<file path="src/rtl/ss_movavg_mc.sv">
// rtl/ss_movavg_mc.sv - multi-channel moving-average estimator for stochastic bit-streams
// Counts ones per channel over a sliding or block window of decimated samples.
module ss_movavg_mc #(
  parameter int C          = 4,
  parameter int W          = 256,
  parameter int N          = 16,
  parameter int F_sampling = 5,
  parameter int MODE       = 0
) (
  input  logic           CLK,
  input  logic           INIT,
  input  logic           EN,
  input  logic [C-1:0]   IN,
  output logic [C*N-1:0] AVG,
  output logic           VALID,
  output logic           SAMPLE
);
  localparam int DW = (F_sampling > 0) ? $clog2(F_sampling + 1) : 1;
  localparam int CW = $clog2(W + 1);
  localparam logic [DW-1:0] DEC_LAST = DW'(F_sampling);
  localparam logic [CW-1:0] W_CNT    = CW'(W);
  localparam logic [CW-1:0] W_LAST   = CW'(W - 1);

  logic [DW-1:0] dec_q, dec_d;
  logic [CW-1:0] fill_q, fill_d;
  logic          valid_q, valid_d;
  logic          sample_q, sample_d;
  logic          tick;
  logic          last_idx;
  logic [CW-1:0] cnt_q [C];
  logic [CW-1:0] cnt_d [C];
  logic [CW-1:0] avg_val [C];

  // fill_q is the saturating fill count in sliding mode and the block sample index in block mode
  always_comb begin
    tick     = EN && (dec_q == DEC_LAST);
    last_idx = (fill_q == W_LAST);
    dec_d    = dec_q;
    fill_d   = fill_q;
    valid_d  = valid_q;
    sample_d = 1'b0;
    if (EN) dec_d = tick ? '0 : dec_q + DW'(1);
    if (tick) begin
      if (MODE == 0) begin
        sample_d = 1'b1;
        if (fill_q != W_CNT) fill_d = fill_q + CW'(1);
        if (last_idx) valid_d = 1'b1;
      end else if (last_idx) begin
        fill_d   = '0;
        sample_d = 1'b1;
        valid_d  = 1'b1;
      end else begin
        fill_d = fill_q + CW'(1);
      end
    end
  end

  always_ff @(posedge CLK) begin
    if (INIT) begin
      dec_q    <= '0;
      fill_q   <= '0;
      valid_q  <= 1'b0;
      sample_q <= 1'b0;
    end else begin
      dec_q    <= dec_d;
      fill_q   <= fill_d;
      valid_q  <= valid_d;
      sample_q <= sample_d;
    end
  end

  if (MODE == 0) begin : g_slide
    logic [W-1:0] sh_q [C];
    logic [W-1:0] sh_d [C];

    // The oldest bit leaves as the new one enters, so the count moves by at most one
    always_comb begin
      for (int c = 0; c < C; c++) begin
        sh_d[c]  = sh_q[c];
        cnt_d[c] = cnt_q[c];
        if (tick) begin
          sh_d[c]  = {sh_q[c][W-2:0], IN[c]};
          cnt_d[c] = cnt_q[c] + CW'(IN[c]) - CW'(sh_q[c][W-1]);
        end
      end
    end

    always_ff @(posedge CLK) begin
      if (INIT) begin
        sh_q  <= '{default: '0};
        cnt_q <= '{default: '0};
      end else begin
        sh_q  <= sh_d;
        cnt_q <= cnt_d;
      end
    end

    assign avg_val = cnt_q;
  end else begin : g_block
    logic [CW-1:0] avg_q [C];
    logic [CW-1:0] avg_d [C];

    always_comb begin
      for (int c = 0; c < C; c++) begin
        cnt_d[c] = cnt_q[c];
        avg_d[c] = avg_q[c];
        if (tick) begin
          if (last_idx) begin
            avg_d[c] = cnt_q[c] + CW'(IN[c]);
            cnt_d[c] = '0;
          end else begin
            cnt_d[c] = cnt_q[c] + CW'(IN[c]);
          end
        end
      end
    end

    always_ff @(posedge CLK) begin
      if (INIT) begin
        avg_q <= '{default: '0};
        cnt_q <= '{default: '0};
      end else begin
        avg_q <= avg_d;
        cnt_q <= cnt_d;
      end
    end

    assign avg_val = avg_q;
  end

  always_comb begin
    AVG = '0;
    for (int c = 0; c < C; c++) AVG[c*N +: N] = N'(avg_val[c]);
  end

  assign VALID  = valid_q;
  assign SAMPLE = sample_q;
endmodule

</file>
<file path="config.mk">
export PLATFORM = sky130hd
export DESIGN_NAME = ss_movavg_mc
export DESIGN_NICKNAME = d
export VERILOG_FILES = /design/src/rtl/ss_movavg_mc.sv
export SDC_FILE = /design/constraint.sdc
export NUM_CORES = 1
export LEC_CHECK = 0
export CORE_MARGIN = 2
export CORE_UTILIZATION = 39
export CTS_CLUSTER_SIZE = 16
export DETAILED_ROUTE_END_ITERATION = 10
export GPL_ROUTABILITY_DRIVEN = 0
export MAX_ROUTING_LAYER = met4
export SLEW_MARGIN = 40
export SYNTH_ARGS = -nofsm -noshare
export SYNTH_HDL_FRONTEND = slang
export SYNTH_SLANG_ARGS = --single-unit
</file>
<file path="constraint.sdc">
create_clock -name CLK -period 3.46 [get_ports CLK]
set_input_delay 0.519 -clock CLK [delete_from_list [all_inputs] [get_ports CLK]]
set_output_delay 0.519 -clock CLK [all_outputs]
set_load 0.005 [all_outputs]
</file>
==> flow_summary.ini, run 1 <==
[setup_path]
r2r_setup_slack_ns = 0.69
cp.required_ns = 4.03
critPathSlowestCell = fa_1
worst-setup-path-type = flop to flop
slowest_delay_ns = 0.45
worst_ep_arrival_time_ns = 3.33
path_cells = inv_1 -> ha_1 -> inv_1 -> ha_1 -> fa_1 -> a211oi_2 -> nor3_1 -> mux2_1 -> a31oi_1 -> mux2_2
end_kind = flop
cp-start-kind = flop
crit_fanout = 3

[die]
num_io_pins = 73
dieWidth_um = 318
core_area_mm2 = 0.0980
start_util_pct = 39.2
die_h_um = 318
die_area_mm2 = 0.101
num_rows = 115

[status]
outcome = complete, no violations

[cts]
ctsRootBufferMaster = clkbuf_16
h-tree-depth = 3
cts_setup_buffers = 0
cts_resized = 0
numCtsBuffers = 109
cts_hold_buf = 0
cts_sinks = 1074
clk_latency_ns = 0.69
clk_pin_slew_worst_paths_ns = 0.06
tritoncts = built
cts_max_path_buffers = 3

[layout]
utilization_pct = 44.3
syn2layout_area_growth_pct = 12.9
fin_area_mm2 = 0.0434
fillCellCount = 9715
final_common_cell = nand2_1
multi_input_comb_area_mm2 = 0.0151
layout_common_cells = 2084 x nand2_1, 1074 x dfxtp_1, 1062 x a21oi_1
drive_above_1_share_pct = 4.76
nets = 4792
seq_area_mm2 = 0.0215

[logic_synthesis]
ys_ff_latch = 1074
yosysUniqueCellTypes = 48
synth_edf_count = 0
syn_inst = 4893
yosys_warnings = 0
synth_ff_type = dfxtp_1
synth_top_cell_by_area = dfxtp_1
avgSynthCellArea_um2 = 7.85
synth_top_cell_area_share_pct = 55.9
seq_area_frac_synth_pct = 55.9
ys_async_sr_fraction_pct = 0
syn-cell-area_mm2 = 0.0384
yosys-top-cells-area = dfxtp_1 56%, nand2_1 20%, a21oi_1 14%

[power_and_ir_drop]
p_int_mw = 19.5
combPwrFrac_pct = 1.2
p_leak_nw = 13.8
p_seq_share_pct = 50.5
peakVddDrop_mv = 0.402
switching_share_pct = 20.6
pwr_density_cell_mw_per_mm2 = 565
power_frac_clock_pct = 48.3
p_sw_mw = 5.04
power_mw = 24.5

[detailed_routing]
drtAntennaViolNets = 0
dr.pass1.iters = 5
drt_wl_total_um = 65600
drc = 0
drt_iter0_drc = 2047
wire_per_inst_um = 10.7
dr_total_vias = 29200
viasPerCell = 4.77

[global_routing]
grt_pass1_wl_um = 116000
grt-ovfl-total = 0
grt.met1_usage_pct = 16.1
grt_max_degree = 170
grt_usage_pct = 13.0
use_met2_pct = 21.6
first_global_vias = 26200
antenna_found_initial = 0
busiest_layer = met2
grtUsageMet3_pct = 2.22

[sta]
hold_violations = 0
slew_violations = 0
worst_slew_pin_slew_ns = 0.751
fin_skew_ns = 0.0476
min_period_over_period_pct = 79.9
min_period_ns = 2.77
setup_viol = 0
tns_ns = 0
slew_headroom_pct = 49.9
fmax_ghz = 0.362
rsz0062_at_grt = no

[placement]
place_hpwl_um = 34400
place_area_mm2 = 0.0397
port_buffers = 44

[hold_path]
hp-class = primary input to flop

[run]
max-cap-violations = 0
per-layer routing:
layer,routed length (um),vias to the layer above
met4,1300,0
met2,29600,305
li1,-,15400
met3,2310,98
met5,0,-
met1,32400,13400
per-stage QoR:
| stage | hold slack, ns | worst slack [ns] | cells |
|---|---|---|---|
| 6_report | 0.262 | 0.694 | 6115 |
| 5_1_grt | 0.263 | 0.608 | 6114 |
| 4_1_cts | 0.222 | 0.709 | 6114 |
| 3_5_place_dp | 0.442 | 0.370 | 5916 |
| 3_3_place_gp | 0.436 | 0.360 | 5916 |
| 2_1_floorplan | 0.432 | 0.865 | 4920 |
worst max-delay path, delay by kind of cell (launching register included):
| family | cells | cell delay, ns |
|---|---|---|
| fa+ha+maj | 3 | 0.94 |
| mux | 2 | 0.66 |
| compound gates | 2 | 0.51 |
| flops | 1 | 0.35 |
| simple gates | 1 | 0.11 |
| buf+inv | 2 | 0.09 |
worst paths after layout:
check / startpoint / endpoint / depth (start not counted)
max: AVG[0] / AVG[8] / 10
min: INIT / AVG[35] / 2
max reg2reg: AVG[0] / AVG[8] / 10
min reg2reg: g_slide.sh_q[168] / g_slide.sh_q[169] / 2
cells in the mapped netlist, types with 3 or more instances:
cell type  number
a211oi_1       15
a21o_1          5
a21oi_1      1062
a31oi_1         3
buf_1          25
buf_2         127
buf_4          29
clkbuf_1      206
dfxtp_1      1074
fa_1            4
ha_1           41
inv_1          47
mux2_2          3
mux2i_1         7
nand2_1      2084
nand3_1         4
nand4b_1        3
nor2_1         33
nor2b_1         5
nor3_1          9
nor3b_1         4
o21a_1         10
o21ai_0        17
o21ai_1         3
o21bai_1        9
o22ai_1         5
o311ai_0        3
o31ai_1         4
or3_1          10
or4_1           4
xnor2_1         3
xor2_1         13
power by group through the flow:
stage / Clock (mW) / Sequential, mW / Combinational [mW]
floorplan: 0 / 12.6 / 0.243
global placement: 0 / 12.6 / 0.311
detailed placement: 0 / 12.6 / 0.310
CTS: 12.3 / 12.4 / 0.310
global route: 12.7 / 12.4 / 0.339
finish: 11.8 / 12.4 / 0.305
cells by family after synthesis:
family                     after synthesis  synth area share (%)
muxes                                   12                 0.329
adders and majority gates               45                  1.54
AOI/OAI and AO/OA                     1145                  15.3
and+or+nand+nor                       2166                  21.5
xor gates and xnor gates                16                 0.365
buffers and inverters                  434                  4.94
other                                    1               0.00976
DFF                                   1074                  55.9
final cells by class:
| type | count | share of cell area, % |
|---|---|---|
| inverter | 47 | 0.407 |
| clock buffer | 169 | 7.52 |
| antenna | 1 | 0.00577 |
| tap | 1287 | 3.71 |
| multi-input combinational | 3412 | 34.9 |
| timing repair buffer | 96 | 2.82 |
| sequential | 1074 | 49.6 |
| clock inverter | 29 | 1.06 |
state kept, by name, indices dropped and copies added (netlist names):
| register | flops |
|---|---|
| SAMPLE | 1 |
| VALID | 1 |
| AVG | 36 |
| fill_q | 9 |
| dec_q | 3 |
| g_slide.sh_q | 1024 |
Note: power is estimated with default switching activity, not from simulation.
==> inputs of run 2 (changes only) <==
==> constraint.sdc (replaced) <==
create_clock -name CLK -period 2.29 [get_ports CLK]
set_input_delay 0.3435 -clock CLK [delete_from_list [all_inputs] [get_ports CLK]]
set_output_delay 0.3435 -clock CLK [all_outputs]
set_load 0.005 [all_outputs]
==> run 2 against run 1 <==
  * The run now ends with negative setup slack left
  * Clock skew decreased by 0.027 ns
  * Non-clock buffer count is 111 higher
  * Via count increased by 1.6%
  * Die area did not move
  * Highest routed layer unchanged
  * Worst setup slack got worse by 0.82 ns
  * Count of clock-buffer cells in the layout decreased by 16
  * Critical path type unchanged
  * Fmax rose by 14%
==> flow_summary.ini, run 2 (synthesis results as in run 1) <==
[hold_path]
worstHoldStart = INIT
holdPathStages = 2
hp-class = primary input to flop
min_to = AVG[19]

[layout]
largest_reg_flops = 1024
largest-register = g_slide.sh_q
drive_above_1_share_pct = 7.80
syn2layout_area_growth_pct = 16.6
fillCellCount = 9536
insertedDiodeCount = 0
multi_input_comb_area_mm2 = 0.0153
final_common_cell = nand2_1
seq_area_mm2 = 0.0215
nets = 4903
layout_common_cells = 2084 x nand2_1, 1069 x dfxtp_1, 1058 x a21oi_1

[setup_path]
rr_endpoint = AVG[8]
r2r_setup_slack_ns = -0.13
critPathBufInv = 2
cp-start-kind = flop
critPathSlowestCell = fa_2
path_cells = inv_2 -> ha_4 -> inv_2 -> ha_4 -> fa_2 -> a211oi_4 -> nor3_2 -> mux2_1 -> a31oi_1 -> mux2_2
reg2reg_depth = 10
end_kind = flop
slowest_delay_ns = 0.39
crit_fanout = 2
worst_ep_arrival_time_ns = 2.97
cp.required_ns = 2.84
worst-setup-path-type = flop to flop
cp_top_family = adder cells
rr_startpoint = AVG[0]

[sta]
setup_viol = 2
rsz0062_at_grt = yes
hold_violations = 0
slew_headroom_pct = 54.3
fmax_ghz = 0.414
setup_ws_ns = -0.127
tns_ns = -0.239
fin_skew_ns = 0.0209
slew_violations = 0
worst_slew_pin_slew_ns = 0.685
min_period_ns = 2.42
min_period_over_period_pct = 106

[die]
die_h_um = 318
dieWidth_um = 318
num_rows = 115
start_util_pct = 39.2
die_area_mm2 = 0.101
num_io_pins = 73
core_area_mm2 = 0.0980

[cts]
clk_pin_slew_worst_paths_ns = 0.06
numCtsBuffers = 109
tritoncts = built
ctsRootBufferMaster = clkbuf_16
cts_max_path_buffers = 3
h-tree-depth = 3
clk_latency_ns = 0.66
cts_sinks = 1074

[detailed_routing]
dr.pass1.iters = 5
wire_per_inst_um = 11.0
drt_iter0_drc = 1764
dr_total_vias = 29700
drc = 0
drtAntennaViolNets = 0
drt_wl_total_um = 68500
viasPerCell = 4.76

[power_and_ir_drop]
p_leak_nw = 14.5
power_mw = 37.6
peakVddDrop_mv = 0.653
pwr_density_cell_mw_per_mm2 = 840

[global_routing]
grt_max_degree = 106
antenna_found_initial = 0
first_global_vias = 27000
grt-ovfl-total = 0
grt_pass1_wl_um = 121000
grt_usage_pct = 13.8

[placement]
place_ws_ns = -0.457
port_buffers = 44
place_hpwl_um = 39100

[status]
outcome = finished with violations
violations = negative setup slack

[run]
max-cap-violations = 0
==> run 2: changes by cell type in the layout (fill, tap and decap cells not counted), moves of 5 or more <==
cell and delta:
dfxtp_1 -5, inv_2 +7, clkinv_2 +8, ha_4 +6, buf_4 +82, ha_1 -7, inv_1 -7, dfxtp_2 +5
buf_12 +29, clkbuf_1 -13, bufinv_16 +6, clkbuf_8 -6
==> run 2: per-layer routing <==
metal	up-vias	track usage [%]	part of all wire (%)
met5	-	-	0
met4	0	4.32	1.9
met3	98	2.34	3.3
met2	285	22.4	45
met1	13600	17.4	50
li1	15600	-	-
==> run 2: cell type report <==
type,instances,area share (%)
well taps,1287,3.59
repair buffers,207,5.40
flip-flops and latches,1074,48.0
multi-input cells,3412,34.1
clock inverters,43,1.31
clock buffers,153,7.16
inverters,47,0.394
==> run 2: how the worst max path moves through the flow <==
stage / startpoint / endpoint / slack, ns / cells past startpoint
final: AVG[0] / AVG[8] / -0.13 / 10
after floorplan: AVG[0] / AVG[8] / -0.11 / 10
after global routing: AVG[16] / AVG[24] / -0.23 / 10
after detailed placement: IN[2] / AVG[40] / -0.46 / 10
after CTS: AVG[16] / AVG[24] / -0.15 / 10
after global placement: IN[2] / AVG[40] / -0.47 / 10
==> run 2: repair_timing <==
item / CTS / global route
pin swaps: 10 / 13
hold buffers: 0 / 0
endpoints found under the setup margin: 4 / 10
resized for setup: 16 / 11
buffers inserted: 6 / 6
==> run 2: metrics by stage <==
step           instances  hold slack [ns]  instance area [um^2]  util (%)
2_1_floorplan       4920            0.432                 38600         -
3_3_place_gp        6016            0.436                 40800      41.6
3_5_place_dp        6016            0.440                 40800      41.6
4_1_cts             6218            0.108                 44700      45.6
5_1_grt             6223            0.155                 44800      45.7
6_report            6223            0.164                 44800      45.7
==> run 2: power breakdown <==
part | total, mW | internal [mW] | switching, mW | leakage (nW)
clock | 18.4 | 11.2 | 7.21 | 1.87
combinational | 0.537 | 0.141 | 0.396 | 4.03
sequential | 18.7 | 18.7 | 0.00484 | 8.65
